File: config.mk
export PLATFORM = sky130hd
export DESIGN_NAME = clkdiv_prog
export DESIGN_NICKNAME = d
export VERILOG_FILES = /design/src/rtl/clkdiv_prog.sv
export SDC_FILE = /design/constraint.sdc
export NUM_CORES = 1
export LEC_CHECK = 0
export BUFFER_PORTS_ARGS = -buffer_cell sky130_fd_sc_hd__buf_2
export CORE_MARGIN = 1
export CORE_UTILIZATION = 28
export DETAILED_ROUTE_END_ITERATION = 12
export PLACE_DENSITY_LB_ADDON = 0.1
export REMOVE_ABC_BUFFERS = 1
export SLEW_MARGIN = 20
export SYNTH_ARGS = -nofsm -noshare
export SYNTH_HDL_FRONTEND = slang
export SYNTH_SLANG_ARGS = --single-unit
File: constraint.sdc
create_clock -name clk_in -period 2.4 [get_ports clk_in]
set_input_delay 0.12 -clock clk_in [delete_from_list [all_inputs] [get_ports clk_in]]
set_output_delay 0.12 -clock clk_in [all_outputs]
set_load 0.005 [all_outputs]
File: src/rtl/clkdiv_prog.sv
// ---------------------------------------------------------------------------
// clkdiv_prog
// Runtime-programmable integer clock divider (N = 2 .. 2^DIV_W-1).
// Divisor changes are applied only at period boundaries and confirmed with a
// one-cycle div_ack. Odd divisors can optionally get an exact 50% duty cycle
// through an extra clk_in negedge stage.
//
// Parameters:
//   DIV_W             divisor width in bits
//   DEFAULT_DIV       divisor in force after reset (must be >= 2)
//   ACCURATE_NEG_EDGE 1: odd N gives exact 50% duty, 0: posedge-only output
//
// Ports:
//   clk_in    in   clock (both edges used when ACCURATE_NEG_EDGE = 1)
//   reset_n   in   asynchronous active-low reset
//   en        in   run request; the current period always completes
//   div_in    in   new divisor (0 and 1 are stored as 2)
//   div_load  in   one-cycle request to latch div_in
//   div_ack   out  pulse in the cycle the new divisor becomes active
//   clk_out   out  divided clock, rising edge posedge-aligned
//   tick      out  strobe for the clk_in cycle in which clk_out rises
//   busy      out  a loaded divisor is still pending
// ---------------------------------------------------------------------------
module clkdiv_prog #(
    parameter int DIV_W             = 8,
    parameter int DEFAULT_DIV       = 5,
    parameter int ACCURATE_NEG_EDGE = 0
) (
    input  logic             clk_in,
    input  logic             reset_n,
    input  logic             en,
    input  logic [DIV_W-1:0] div_in,
    input  logic             div_load,
    output logic             div_ack,
    output logic             clk_out,
    output logic             tick,
    output logic             busy
);

    localparam logic [DIV_W-1:0] DIV_RST  = DIV_W'(DEFAULT_DIV);
    localparam logic [DIV_W-1:0] DIV_MIN  = DIV_W'(2);
    localparam logic [DIV_W-1:0] ONE      = DIV_W'(1);
    localparam logic [DIV_W-1:0] ZERO     = DIV_W'(0);
    localparam bit               NEG_MODE = (ACCURATE_NEG_EDGE != 0);

    // Divisors below 2 cannot produce a clock; store them as 2.
    function automatic logic [DIV_W-1:0] clamp_div(input logic [DIV_W-1:0] d);
        logic [DIV_W-1:0] r;
        if (d < DIV_MIN) begin
            r = DIV_MIN;
        end else begin
            r = d;
        end
        return r;
    endfunction

    // High-phase length on the posedge grid: N/2 for even N, (N-1)/2 for odd N.
    function automatic logic [DIV_W-1:0] high_len(input logic [DIV_W-1:0] d);
        return {1'b0, d[DIV_W-1:1]};
    endfunction

    logic [DIV_W-1:0] cnt_r, cnt_s;
    logic [DIV_W-1:0] div_cur_r, div_cur_s;
    logic [DIV_W-1:0] div_pend_r, div_pend_s;
    logic             pend_r, pend_s;
    logic             running_r, running_s;
    logic             q_pos_r, q_pos_s;
    logic             q_neg_r;
    logic             tick_r, tick_s;
    logic             ack_r, ack_s;
    logic             start_s;
    logic             apply_s;

    // State register: counter, divisor bookkeeping and posedge output stage.
    always_ff @(posedge clk_in or negedge reset_n) begin
        if (!reset_n) begin
            cnt_r      <= ZERO;
            div_cur_r  <= DIV_RST;
            div_pend_r <= DIV_RST;
            pend_r     <= 1'b0;
            running_r  <= 1'b0;
            q_pos_r    <= 1'b0;
            tick_r     <= 1'b0;
            ack_r      <= 1'b0;
        end else begin
            cnt_r      <= cnt_s;
            div_cur_r  <= div_cur_s;
            div_pend_r <= div_pend_s;
            pend_r     <= pend_s;
            running_r  <= running_s;
            q_pos_r    <= q_pos_s;
            tick_r     <= tick_s;
            ack_r      <= ack_s;
        end
    end

    // Next-state logic: period sequencing and boundary-aligned divisor swap.
    always_comb begin
        running_s  = running_r;
        start_s    = 1'b0;
        apply_s    = 1'b0;
        div_cur_s  = div_cur_r;
        div_pend_s = div_pend_r;
        pend_s     = pend_r;
        ack_s      = 1'b0;
        cnt_s      = cnt_r;
        q_pos_s    = q_pos_r;
        tick_s     = 1'b0;

        if (!running_r) begin
            // Idle: clk_out is low, so a pending divisor is safe to take now.
            apply_s   = pend_r;
            running_s = en;
            start_s   = en;
        end else if (cnt_r == (div_cur_r - ONE)) begin
            // Period boundary: either start the next period or go idle.
            apply_s   = pend_r & en;
            running_s = en;
            start_s   = en;
        end else begin
            apply_s   = 1'b0;
            running_s = 1'b1;
            start_s   = 1'b0;
        end

        if (apply_s) begin
            div_cur_s = div_pend_r;
            ack_s     = 1'b1;
        end else begin
            div_cur_s = div_cur_r;
            ack_s     = 1'b0;
        end

        // A load on the same edge as an apply stays pending for the next boundary.
        if (div_load) begin
            div_pend_s = clamp_div(div_in);
            pend_s     = 1'b1;
        end else begin
            div_pend_s = div_pend_r;
            pend_s     = pend_r & ~apply_s;
        end

        if (!running_s) begin
            cnt_s   = ZERO;
            q_pos_s = 1'b0;
            tick_s  = 1'b0;
        end else if (start_s) begin
            // H >= 1 for every legal divisor, so the first cycle is always high.
            cnt_s   = ZERO;
            q_pos_s = 1'b1;
            tick_s  = 1'b1;
        end else begin
            cnt_s   = cnt_r + ONE;
            q_pos_s = ((cnt_r + ONE) < high_len(div_cur_r));
            tick_s  = 1'b0;
        end
    end

    generate
        if (NEG_MODE) begin : g_neg
            // Negedge stage: stretches the high phase by half a cycle for odd N.
            always_ff @(negedge clk_in or negedge reset_n) begin
                if (!reset_n) begin
                    q_neg_r <= 1'b0;
                end else begin
                    q_neg_r <= q_pos_r;
                end
            end
        end else begin : g_no_neg
            assign q_neg_r = 1'b0;
        end
    endgenerate

    // Output select. The mux select follows div_cur, which only changes while
    // q_neg is low, so both mux inputs agree whenever the select moves.
    always_comb begin
        if (NEG_MODE && div_cur_r[0]) begin
            clk_out = q_pos_r | q_neg_r;
        end else begin
            clk_out = q_pos_r;
        end
    end

    assign tick    = tick_r;
    assign div_ack = ack_r;
    assign busy    = pend_r;

endmodule
# After elaboration in Yosys (flattened, before gate mapping)

Index checks and enable logic that the tools add are counted.

Bits in registers: 29
Input port bits: 12
Output and inout bits: 4
Logic and storage cells: 31

Add/sub/neg operators: 2
Magnitude comparators: 2
Equal/unequal tests: 1
Multiplexer cells: 15
Bitwise logic cells: 3

Operator list:

| operator                                                   | number |
|---|---|
| two-way mux 8 bit                                          | 3 |
| two-way mux 1 bit                                          | 12 |
| adder 8 x 1 -> 8 bit, second input constant                | 1 |
| equality test 8 bit                                        | 1 |
| less-than comparator 8 x 2 -> 1 bit, second input constant | 1 |
| less-than comparator 8 x 7 -> 1 bit                        | 1 |
| subtractor 8 x 1 -> 8 bit, second input constant           | 1 |
| bitwise AND 1 bit                                          | 2 |
| NOT 1 bit                                                  | 1 |

# Logic depth before layout (Yosys ltp)

Gate-level depths: netlist of run 1.

Depth in word-level cells: 7
Gate-level depth with buffers: 9
Mapped depth without buffers: 9

# Least setup slack after synthesis of run 1

No wires, ideal clock.

Kind: register -> register
Start: reg div_cur_r[0]
End: reg div_cur_r[1]
Library setup time: 125 ps
Data arrival time: 2,322 ps
Data required time: 2,275 ps
Setup slack: -46 ps
Cell stages (with the launch flop): 9
Buffers on the path: 0
Clock period less this slack: 2,446 ps
Path through: dfstp_2 > inv_1 > ha_1 > xnor2_1 > nand2_1 > o21ai_0 > a2111o_1 > o32ai_4 > mux2_2

Cells in the longest elaborated chain, start to end: 4

Ends and longest elaborated chain:

| element                   | RTL line | RTL |
|---|---|---|
| start, declared           | 63       | `logic [DIV_W-1:0] div_cur_r, div_cur_s;` |
| start signal, assigned    | 87       | `div_cur_r <= div_cur_s;` |
| subtractor 8 x 1 -> 8 bit | 115      | `end else if (cnt_r == (div_cur_r - ONE)) begin` |
| equality test 8 bit       | 115      |  |
| two-way mux 1 bit         | 115      |  |
| two-way mux 1 bit         | 110      | `if (!running_r) begin` |

No other way between the ends.
A chain may end at the register's enable or synchronous reset.

# Final worst setup path of run 1

Ends and elaborated chain as after synthesis.

==> results_dict.tcl, run 1 <==
set metrics [dict create \
    fp.dieW_um 76.0 \
    cts_tree "built" \
    insertion_delay_ns 0.28 \
    nets 190 \
    io_buffers 15 \
    synth_edf_count 0 \
    crit_family "compound AO/OA/AOI/OAI gates" \
    fin_area_um2 1960 \
    start_kind "register" \
    ys.flop_type "dfrtp_1" \
    drt-pass1-iter-count 4 \
    status "finished clean" \
    grtUsageTotal 0.120 \
    slowest_stage "dfstp_2" \
    slew_headroom 0.575 \
    ant_nets 0 \
    dpl_worst_slack_ns -0.0502 \
    skew_ns 0.00510 \
    antenna_found_initial 0 \
    power.density_nw_per_um2 550 \
    postSynthCellCount 138 \
    synth_area_um2 1540 \
    leakage_nw 0.888 \
    die_area_um2 5780 \
    cts_buffer_depth 2 \
    clock-sinks 29 \
    drt-total-wl_um 3070 \
    num_antenna_cells 0 \
    core-area_um2 5200 \
    syn_area_per_cell_um2 11.1 \
    crit_arrival_ns 2.46 \
    cts.htree.levels 2 \
    maxCapViolations 0 \
    fin_crit_ns 2.30 \
    grt_pass1_wl_um 5300 \
    placed_cell_area_um2 1780 \
    finalSetupViolations 0 \
    rows 26 \
    drive_gt1_frac 0.357 \
    synth_warnings 0 \
    wl_per_cell_um 12.7 \
    syn_to_final_growth_pct 27.5 \
    grt_max_degree 30 \
    end_kind "register" \
    rsz0062_at_grt "false" \
    post-route-period-util 0.959 \
    cts_buffers 5 \
    vias 1089 \
    worstPathBufferInverterCount 2 \
    path_max_fanout 9 \
    fmax_mhz 435 \
    clkSlewWorstSetupHoldPaths_ns 0.07 \
    ys_ff_latch 29 \
    synth_seq_area_share 0.476 \
    drt_iter0_markers 28 \
    tightest_slew_ns 0.638 \
    io_pins 16 \
    initial_utilization 0.295 \
    slowest_delay_ns 0.54 \
    path_class "register to register" \
    overflow 0 \
    cts-root-buf "clkbuf_8" \
    holdCritPathClass "primary input to register" \
    grt_pass1_vias 1095 \
    dpl.hpwl_um 2360 \
    synthArstFlopShare 1.00 \
    worst_slack_ns 0.0989 \
    peakVddDrop_mv 0.292 \
    crit_chain "inv_2 > ha_4 > xnor2_1 > nand2_1 > o21ai_0 > a2111o_1 > o32ai_4 > buf_12 > mux2_2" \
    required_ns 2.56 \
    hold_viol 0 \
    post_synth_num_cell_types 33 \
    place_congestion 0.761 \
    drv_slew 0 \
    vias_per_cell 4.52 \
    post-route-util 0.376 \
    dieHeight_um 76.0 \
    post-route-drc-count 0 \
]
==> metrics by stage <==
stage	setup TNS [ns]	hold WS [ns]	power (mW)	cells
4_1_cts	-0.0744	0.0277	1.10	240
3_3_place_gp	-0.0864	0.187	0.562	231
3_5_place_dp	-0.298	0.189	0.562	231
2_1_floorplan	-0.918	-0.176	0.534	134
6_report	0	0.0367	1.08	241
5_1_grt	0	0.0350	1.14	241
==> path summary, 6_finish.rpt <==
path                               start       endpoint  slack, ns  cells past startpoint
min in group asynchronous        reset_n       cnt_r[4]       0.39                      2
max                         div_cur_r[0]   div_cur_r[1]        0.1                      9
min reg2reg                div_pend_r[0]  div_pend_r[0]       0.48                      1
max in group asynchronous        reset_n   div_cur_r[1]       1.58                      2
max reg2reg                 div_cur_r[0]   div_cur_r[1]        0.1                      9
min                            div_in[0]  div_pend_r[0]       0.04                      3
==> metal layers <==
layer	vias up	global-route usage	part of all wire
met4	0	0.0519	0.013
met1	525	0.163	0.50
li1	542	-	-
met3	4	0.0359	0.033
met2	18	0.175	0.46
met5	-	0	0
==> sequential cells by signal, indices dropped and copies added, names as in the netlist <==
signal and count:
running_r 1, div_ack 1, div_cur_r 8, tick 1, clk_out 1, busy 1, cnt_r 8, div_pend_r 8
==> synthesized netlist by cell type, types with 2 or more instances <==
library cell  count  share of area
ha_1              8          0.065
a21boi_0          2         0.0098
nand3_1           6          0.020
nand2_1           5          0.012
a21oi_1           3         0.0098
dfstp_2           4          0.068
inv_1            12          0.029
nor3_1            2         0.0065
mux2_2           15           0.11
xnor2_1           8          0.046
clkbuf_1          3         0.0073
xor2_1            7          0.040
o21ai_0           4          0.013
nand4_1           3          0.012
a31oi_1           2         0.0081
nor2_1            8          0.020
nor2b_1           6          0.024
dfrtp_1          25           0.41
==> timing repair <==
| item | CTS | global route |
|---|---|---|
| endpoints found under the hold margin | 25 | 0 |
| pin swaps | 2 | 1 |
| hold buffers | 1 | 0 |
| setup buffers | 0 | 1 |
| setup endpoints to repair | 10 | 9 |
| gates resized for setup | 2 | 8 |
==> cell families (layout without fill, tap and decap cells) <==
| logic type | after synthesis | in the layout | synth area share |
|---|---|---|---|
| AND/OR/NAND/NOR | 36 | 36 | 0.124 |
| XOR/XNOR | 15 | 15 | 0.0856 |
| adder cells (fa/ha/maj) | 8 | 8 | 0.0652 |
| buffers and inverters | 16 | 49 | 0.0399 |
| flip-flops | 29 | 29 | 0.476 |
| multiplexers | 15 | 15 | 0.110 |
| AO/OA/AOI/OAI | 19 | 19 | 0.0994 |
==> tightest hold or removal path, delay by kind of cell <==
kind	cells	cell delay [ns]
AO/OA/AOI/OAI	1	0.05
buffers and inverters	2	0.14
==> cell usage in the layout (no fill, tap or decap), drive strengths merged, types with 3 or more instances in the layout <==
master	synthesis	routed
a21oi	3	3
buf	1	28
clkbuf	3	6
dfrtp	25	25
dfstp	4	4
ha	8	8
inv	12	12
mux2	15	15
nand2	5	5
nand3	6	6
nand4	3	3
nor2	8	8
nor2b	6	6
o21ai	4	4
xnor2	8	8
xor2	7	7
==> cell type report <==
cell class | instances | area, um2
clock buffer | 6 | 82.6
clock inverter | 2 | 37.5
fill | 537 | 3250
inverter | 12 | 45.0
multi-input combinational | 93 | 779
sequential | 29 | 731
tap | 70 | 87.6
timing repair buffer | 29 | 195
==> power breakdown <==
group / internal [mW] / total (mW) / switching [mW]
logic: 0.0197 / 0.0412 / 0.0215
registers: 0.505 / 0.512 / 0.00702
clock network: 0.337 / 0.525 / 0.187
total: 0.861 / 1.08 / 0.216
No activity file was read; power rests on OpenSTA's default activity.
==> run 2: changes to the inputs <==
REMOVE_ABC_BUFFERS = not set   (was 1)
SLEW_MARGIN = not set   (was 20)
==> run 2 against run 1 <==
Effect of this change:
- combinational power about the same
- clock power is 1% higher
- the run now ends with negative setup slack left
- wire length is 6.0% higher
- global-route usage grew 0.74 points
- count of clock-buffer cells in the layout stayed put
- fmax is 5.1% lower
- sequential power is essentially flat
==> results_dict.tcl, run 2 (synthesized netlist as in run 1, its figures left out) <==
set metrics [dict create \
    path_class "register to register" \
    drv_slew 0 \
    cts_buffer_depth 2 \
    drive_gt1_frac 0.359 \
    fillers 537 \
    multi_input_area_um2 785 \
    antenna_found_initial 0 \
    grt_pass1_vias 1151 \
    start_kind "register" \
    drt_iter0_markers 26 \
    layout_common_cells "25 x dfrtp_1, 15 x buf_2, 12 x mux2_2" \
    skew_ns 0.00493 \
    finalSetupViolations 6 \
    top_regs "cnt_r (8), div_cur_r (8), div_pend_r (8)" \
    final_common_cell "dfrtp_1" \
    vias_per_cell 4.61 \
    maxCapViolations 0 \
    place_congestion 0.759 \
    dpl.hpwl_um 2440 \
    initial_utilization 0.295 \
    post-route-drc-count 0 \
    holdCritPathClass "primary input to register" \
    leakage_nw 0.902 \
    hold_viol 0 \
    slew_headroom 0.564 \
    nets 189 \
    vias 1106 \
    grt_pass1_wl_um 5570 \
    end_kind "register" \
    insertion_delay_ns 0.28 \
    syn_to_final_growth_pct 28.5 \
    power.density_nw_per_um2 550 \
    crit_arrival_ns 2.59 \
    fin_area_um2 1970 \
    path_max_fanout 4 \
    rows 26 \
    peakVddDrop_mv 0.297 \
    post-route-util 0.379 \
    io_buffers 15 \
    wl_per_cell_um 13.6 \
    dpl_worst_slack_ns -0.0185 \
    clkSlewWorstSetupHoldPaths_ns 0.07 \
    cts_tree "built" \
    status "complete, but fails checks" \
    tightest_slew_ns 0.653 \
    drt-pass1-iter-count 4 \
    die_area_um2 5780 \
    clock-sinks 29 \
    rsz0062_at_grt "true" \
    cts-root-buf "clkbuf_8" \
    required_ns 2.57 \
    ant_nets 0 \
    regArea_um2 731 \
    grt_max_degree 30 \
    tns_ns -0.0470 \
    dieHeight_um 76.0 \
    fp.dieW_um 76.0 \
    cts.htree.levels 2 \
    post-route-period-util 1.01 \
    cts_buffers 5 \
    drt-total-wl_um 3260 \
    fin_crit_ns 2.42 \
    num_antenna_cells 0 \
    io_pins 16 \
    syn_nets 158 \
    fmax_mhz 413 \
    whs_ns 0.0329 \
    worst_slack_ns -0.0240 \
    violations "negative setup slack" \
    core-area_um2 5200 \
    placed_cell_area_um2 1770 \
    overflow 0 \
    grtUsageTotal 0.127 \
]
## run 2: changes by cell type in the layout (fill, tap and decap cells not counted), sizes merged
cell and delta:
clkbuf +1, buf -2
## run 2: final timing paths
kind	endpoint	start	cells past startpoint	slack (ns)
setup / recovery	div_cur_r[6]	div_cur_r[0]	9	-0.02
hold / removal	div_pend_r[0]	div_in[0]	3	0.03
setup reg to reg	div_cur_r[6]	div_cur_r[0]	9	-0.02
hold reg to reg	div_pend_r[0]	div_pend_r[0]	1	0.48
max in group asynchronous	cnt_r[4]	reset_n	2	1.57
min in group asynchronous	cnt_r[7]	reset_n	2	0.40
## run 2: layer usage
layer,global-route usage,part of all wire,vias up
met5,0,0,-
met1,0.160,0.49,535
met3,0.0323,0.034,7
li1,-,-,546
met4,0.0692,0.021,0
met2,0.198,0.46,18
## run 2: what timing repair did
action	CTS	global route
cloned	0	1
hold buffers	1	0
hold endpoints to repair	25	0
gates resized for setup	0	14
setup endpoints to repair	8	16
pin swaps	1	5
buffers inserted	0	1
## run 2: critical path, stage by stage, from the launching register on
cell and delay, ns:
dfstp_2 0.53, inv_2 0.05, ha_4 0.17, xnor2_2 0.12, nand2_1 0.07, o21ai_2 0.06
a2111o_1 0.46, o32ai_4 0.36, clkbuf_16 0.21, mux2_4 0.29
## run 2: cell type report
type                    count  area share
clock buffers               6      0.0419
clock inverters             2      0.0190
inverters                  12      0.0228
multi-input cells          93       0.398
flip-flops and latches     29       0.370
well taps                  70      0.0444
repair buffers             28       0.104
## run 2: power by group
group / leakage (nW) / total (mW) / internal [mW] / switching (mW)
registers: 0.352 / 0.512 / 0.505 / 0.00726
clock network: 0.0574 / 0.531 / 0.337 / 0.194
logic: 0.493 / 0.0415 / 0.0197 / 0.0217
total: 0.902 / 1.08 / 0.862 / 0.223
## run 2: through the flow
stage / power, mW / cells
floorplan: 0.536 / 138
global placement: 0.561 / 229
detailed placement: 0.563 / 229
CTS: 1.11 / 238
global route: 1.13 / 240
finish: 1.08 / 240
